## config.mk

```make
export PLATFORM = sky130hd
export DESIGN_NAME = cpu_fetch_unit
export DESIGN_NICKNAME = d
export VERILOG_FILES = /design/src/rtl/cpu_fetch_unit.sv
export SDC_FILE = /design/constraint.sdc
export NUM_CORES = 1
export LEC_CHECK = 0
export ABC_AREA = 1
export BUFFER_PORTS_ARGS = -buffer_cell sky130_fd_sc_hd__clkbuf_2
export CAP_MARGIN = 20
export CORE_MARGIN = 2
export CORE_UTILIZATION = 40
export CTS_BUF_LIST = sky130_fd_sc_hd__clkbuf_8 sky130_fd_sc_hd__clkbuf_16
export DETAILED_ROUTE_END_ITERATION = 6
export PLACE_DENSITY = 0.6
export SYNTH_ARGS = -nofsm -noshare
export SYNTH_HDL_FRONTEND = slang
export SYNTH_SLANG_ARGS = --single-unit
```

## constraint.sdc

```tcl
create_clock -name clk -period 9.4 [get_ports clk]
set_clock_uncertainty 0.1 [all_clocks]
set_input_delay 0 -clock clk [delete_from_list [all_inputs] [get_ports clk]]
set_output_delay 0 -clock clk [all_outputs]
set_load 0.02 [all_outputs]
```

## src/rtl/cpu_fetch_unit.sv

```systemverilog
// Instruction fetch stage: sequential ROM fetch, prefetch FIFO with PC tags,
// valid/ready handoff to decode, branch redirect flush and halt.
module cpu_fetch_unit #(
    parameter int ADDR_W  = 8,
    parameter int INSTR_W = 16,
    parameter int DEPTH   = 4
) (
    input  logic               clk,
    input  logic               reset,
    output logic               mem_req,
    output logic [ADDR_W-1:0]  mem_addr,
    input  logic [INSTR_W-1:0] mem_rdata,
    output logic               instr_valid,
    output logic [INSTR_W-1:0] instr,
    output logic [ADDR_W-1:0]  instr_pc,
    input  logic               instr_ready,
    input  logic               redirect_valid,
    input  logic [ADDR_W-1:0]  redirect_pc,
    input  logic               halt,
    output logic [ADDR_W-1:0]  fetch_pc
);
    localparam int PW = $clog2(DEPTH);
    localparam int CW = PW + 1;

    logic [INSTR_W-1:0] instr_mem [DEPTH];
    logic [ADDR_W-1:0]  pc_mem    [DEPTH];
    logic [PW-1:0]      wr_ptr, rd_ptr;
    logic [CW-1:0]      count;
    logic               inflight;
    logic [ADDR_W-1:0]  inflight_pc;
    logic [CW:0]        occupancy;
    logic               push, pop;

    // Credit counts the outstanding ROM read so a full FIFO can never be overrun.
    assign occupancy   = {1'b0, count} + {{CW{1'b0}}, inflight};
    assign mem_req     = !reset && !halt && !redirect_valid && (occupancy < (CW+1)'(DEPTH));
    assign mem_addr    = fetch_pc;
    assign instr_valid = (count != '0);
    assign instr       = instr_mem[rd_ptr];
    assign instr_pc    = pc_mem[rd_ptr];
    assign push        = inflight && !redirect_valid;
    assign pop         = instr_valid && instr_ready && !redirect_valid;

    always_ff @(posedge clk) begin
        if (reset) begin
            fetch_pc    <= '0;
            count       <= '0;
            wr_ptr      <= '0;
            rd_ptr      <= '0;
            inflight    <= 1'b0;
            inflight_pc <= '0;
            for (int i = 0; i < DEPTH; i++) begin
                instr_mem[i] <= '0;
                pc_mem[i]    <= '0;
            end
        end else if (redirect_valid) begin
            // Flush everything; the response due next cycle belongs to the old path.
            fetch_pc <= redirect_pc;
            count    <= '0;
            wr_ptr   <= '0;
            rd_ptr   <= '0;
            inflight <= 1'b0;
        end else begin
            inflight    <= mem_req;
            inflight_pc <= fetch_pc;
            if (mem_req)
                fetch_pc <= fetch_pc + 1'b1;
            if (push) begin
                instr_mem[wr_ptr] <= mem_rdata;
                pc_mem[wr_ptr]    <= inflight_pc;
                wr_ptr            <= wr_ptr + 1'b1;
            end
            if (pop)
                rd_ptr <= rd_ptr + 1'b1;
            case ({push, pop})
                2'b10:   count <= count + 1'b1;
                2'b01:   count <= count - 1'b1;
                default: count <= count;
            endcase
        end
    end
endmodule

```

## After elaboration in Yosys (flattened, before gate mapping)

Memory sizes are Yosys's and may differ from the RTL's. A register that Yosys moved wholly into a read port is not among the register bits.
Cells that the tools add are included.

| storage, ports and cells | value |
|---|---|
| memories kept | 2 |
| output and inout bits | 42 |
| bits in registers | 24 |
| input port bits | 29 |
| RAM bits | 96 |
| word-level logic and storage cells | 51 |

Memory list:

| name | depth | bits a word | read ports | clocked after memory_dff | write ports | line | RTL |
|---|---|---|---|---|---|---|---|
| instr_mem | 4 | 16 | 1 | 1 | 4 | 25 | `logic [INSTR_W-1:0] instr_mem [DEPTH];` |
| pc_mem | 4 | 8 | 1 | 1 | 4 | 26 | `logic [ADDR_W-1:0] pc_mem [DEPTH];` |

| cells by class | value |
|---|---|
| multiplexer cells | 19 |
| $add $sub $neg | 6 |
| reduce and logical (&&, ||, !) cells | 15 |
| $lt $le $gt $ge | 1 |
| eq/ne operators | 2 |

Operator list:

| kind | count |
|---|---|
| $mux 8 | 3 |
| $mux 16 | 1 |
| $reduce_or 16->1 | 1 |
| $mux 2 | 6 |
| $add 8x1->8 const B | 1 |
| $mux 1 | 8 |
| $reduce_or 8->1 | 1 |
| $logic_and 1x1->1 | 6 |
| $pmux 3 s2 | 1 |
| $add 2x1->2 const B | 2 |
| $add 3x1->4 | 1 |
| $lt 4x3->1 const B | 1 |
| $reduce_bool 2->1 | 2 |
| $add 3x1->3 const B | 1 |
| $logic_not 1->1 | 3 |
| $reduce_bool 3->1 | 1 |
| $sub 3x1->3 const B | 1 |
| $eq 2x1->1 const B | 1 |
| $eq 2x2->1 const B | 1 |
| $reduce_or 2->1 | 1 |

## Longest topological paths before layout

| depth | value |
|---|---|
| depth in word-level cells | 8 |
| depth in mapped cells | 11 |
| depth with buffers taken out | 11 |

## Worst setup path after synthesis

Ideal clock, no wire load.

| path | value |
|---|---|
| path kind | register to register |
| start point | reg inflight |
| end point | mem instr_mem[3][0], enable pin |
| cell stages (with the launch flop) | 5 |
| required time | 8.858 ns |
| setup time | 0.442 ns |
| path slack | 6.394 ns |
| clock period less this slack | 3.006 ns |
| arrival | 2.464 ns |
| path buffers | 0 |
| cells stage by stage | dfxtp_1 -> inv_1 -> nor2_1 -> inv_1 -> o31ai_1 |

RTL lines:

| element | line | RTL |
|---|---|---|
| from (decl) | 29 | `logic inflight;` |
| from (signal assigned) | 64 | `inflight <= mem_req;` |
| to (decl) | 25 |  |

==> flow_summary.ini <==
[cells_and_area]
antenna_cells = 0
fin_util_pct = 50.8
nFillCells = 1265
syn_to_final_growth_pct = 25.5
seq_area_um2 = 3400
final_nets = 687
drive_gt1_share_pct = 20.5
multi_input_area_um2 = 1710

[global_routing]
grt_max_degree = 50
track_usage_pct = 17.8
grt_pass1_vias = 4114
overflow = 0
antenna_found_initial = 0
grt_pass1_wl_um = 20100

[routing]
drcViolationCount = 0
wl_per_cell_um = 14.7
viasPerCell = 4.92
vias = 4173
first_pass_iters = 4
m1WireLength_um = 5150
drt_iter0_markers = 341
dr_wl_met2_um = 6340
wl_met3_um = 845
detail-route-antenna-nets = 0
routed_wl_um = 12500
dr.max_layer_used = met4

[pwr]
power.density_nw_per_um2 = 194
pwr-share-seq_pct = 45.1
max-vdd-ir-drop_v = 0.000138
switchingPower_mw = 0.303
power.total_mw = 1.35
p_clk_share_pct = 48.4
swShare_pct = 22.4
p_int_mw = 1.05
power.leakage_nw = 2.73
pwr-share-comb_pct = 6.4

[synthesis]
post_synth.cell_area_avg_um2 = 9.85
synth_cells = 563
synth_warnings = 0
yosysSeqAreaShare_pct = 61.4
synth_seq_cells = 122
syn-cell-area_um2 = 5550
synth_nets = 595
synth.distinct_cells = 28

[clock_network]
cts.root.buffer_cell = clkbuf_16
clk_path_buf_depth = 2
cts_buffers = 17
cts_tree = built
clkTransAtPathRegs_ns = 0.05
clock_sinks = 122
clk_latency_ns = 0.41
htreeDepth = 4

[placed_design]
hpwlAfterDp_um = 7250
dp_slack_ns = 6.10
io_buffers = 70
globalplace.congestion = 0.798

[die]
rows = 43
die_area_um2 = 14800
die_w_um = 122
core-area_um2 = 13700
initial_utilization_pct = 40.4
io_pins = 71
die_h_um = 122

[worst_setup_path]
crit_type = primary input to flop
start_kind = primary input
cp.required_ns = 9.41
end_kind = flop
crit_path_start = reset
reg2reg_from = inflight$_SDFF_PP0_
worstPathArrival_ns = 2.78
crit_fanout = 24

[hold_path]
hold_class = primary input to flop
hold_path.startpoint = redirect_valid

[status]
status = finished clean

[timing]
tightest_slew_ns = 1.07
finalCritPeriodShare_pct = 29.4
fmaxAchievable_mhz = 362
final_hold_viol_count = 0
period_minus_slack_ns = 2.76
rsz0062_at_grt = false
worst_slack_ns = 6.64
slew_headroom_pct = 28.5
setup_tns_ns = 0
maxSlewViolCount = 0
setup_viol = 0

[flow_run]
drv_cap = 0
==> critical path, cell delays in order <==
cell and delay, ns:
dlygate4sd3_1 0.54, clkbuf_2 0.20, nor2_4 0.19, inv_2 0.09
nor2_4 0.11, nand3_1 0.74, nand2_1 0.67, buf_16 0.23
==> per-stage QoR <==
stage	area (um^2)	instances	hold WS, ns
after CTS	6940	847	0.0357
after floorplan	5550	563	-0.0309
after global placement	6000	785	0.194
after detailed placement	6050	787	0.197
after global routing	6960	848	0.0898
final	6960	848	0.0436
==> placed cells by master (no fill, tap or decap), drive strengths merged <==
cell / count
nand2: 31
dlygate4sd3: 28
o21bai: 1
nor2: 168
o22ai: 24
clkbuf: 87
buf: 9
clkinvlp: 1
nand3: 18
edfxtp: 96
dfxtp: 26
xor2: 3
o31ai: 1
clkinv: 10
inv: 72
nor3b: 1
o211ai: 1
a21boi: 1
nand4: 1
ha: 2
o21ai: 65
a211oi: 1
fa: 1
a21oi: 14
nor3: 3
bufinv: 3
==> power groups by stage <==
stage	clock network, mW	registers, mW	logic [mW]
global placement	0	0.621	0.0756
floorplan	0	0.623	0.0486
global route	0.688	0.612	0.0958
CTS	0.666	0.610	0.0867
detailed placement	0	0.622	0.0774
finish	0.655	0.610	0.0872
==> layout make-up <==
type	instances	area share (%)
Clock buffer	17	6.11
Sequential cell	122	48.9
Inverter	71	3.83
Timing Repair Buffer	107	10.9
Multi-Input combinational cell	336	24.5
Clock inverter	15	2.55
Tap cell	180	3.23
==> cell families after synthesis <==
| group | Yosys count | share of synthesized area (%) |
|---|---|---|
| adders and majority gates | 3 | 0.812 |
| and+or+nand+nor | 222 | 18.6 |
| AOI/OAI and AO/OA | 108 | 10.5 |
| xor gates and xnor gates | 3 | 0.474 |
| DFF | 122 | 61.4 |
| buffers and inverters | 105 | 8.26 |
==> sequential cells by signal, indices dropped and copies added (netlist names), named ones only <==
register and count:
inflight_pc 8, fetch_pc 8, count 3, instr_mem 64, pc_mem 32, inflight 1, wr_ptr 2, rd_ptr 2
==> timing repair <==
item                      CTS  global route
resized for setup           0             0
hold endpoints to repair   82             0
hold buffers               28             0
setup buffers               0             0
==> per-layer routing <==
metal,GRT usage [%],up-vias
met1,21.4,1955
met4,6.32,0
met3,4.49,19
met2,31.1,138
met5,0,-
li1,-,2061
==> synthesized netlist by cell type, drive strengths merged <==
cell type	number	area share [%]
nor2	168	14
edfxtp	96	52
inv	70	4.7
o21ai	65	5.9
nand2	31	2.1
dfxtp	26	9.4
o22ai	24	2.7
clkbuf	20	1.4
nand3	18	1.6
a21oi	14	1.3
buf	14	2.1
nor3	3	0.27
xor2	3	0.47
ha	2	0.45
a211oi	1	0.14
a21boi	1	0.14
clkinv	1	0.068
fa	1	0.36
nand4	1	0.11
nor3b	1	0.14
o211ai	1	0.14
o21bai	1	0.14
o31ai	1	0.14
==> worst paths after layout <==
kind | to | depth (start not counted) | slack, ns
max | instr_mem[0][8]$_SDFFCE_PN0P_ | 8 | 6.64
max reg2reg | instr_mem[0][8]$_SDFFCE_PN0P_ | 5 | 6.77
min reg2reg | inflight_pc[0]$_SDFFE_PP0N_ | 2 | 0.38
min | inflight_pc[5]$_SDFFE_PP0N_ | 2 | 0.04
Power figures use the tool's default switching activity.
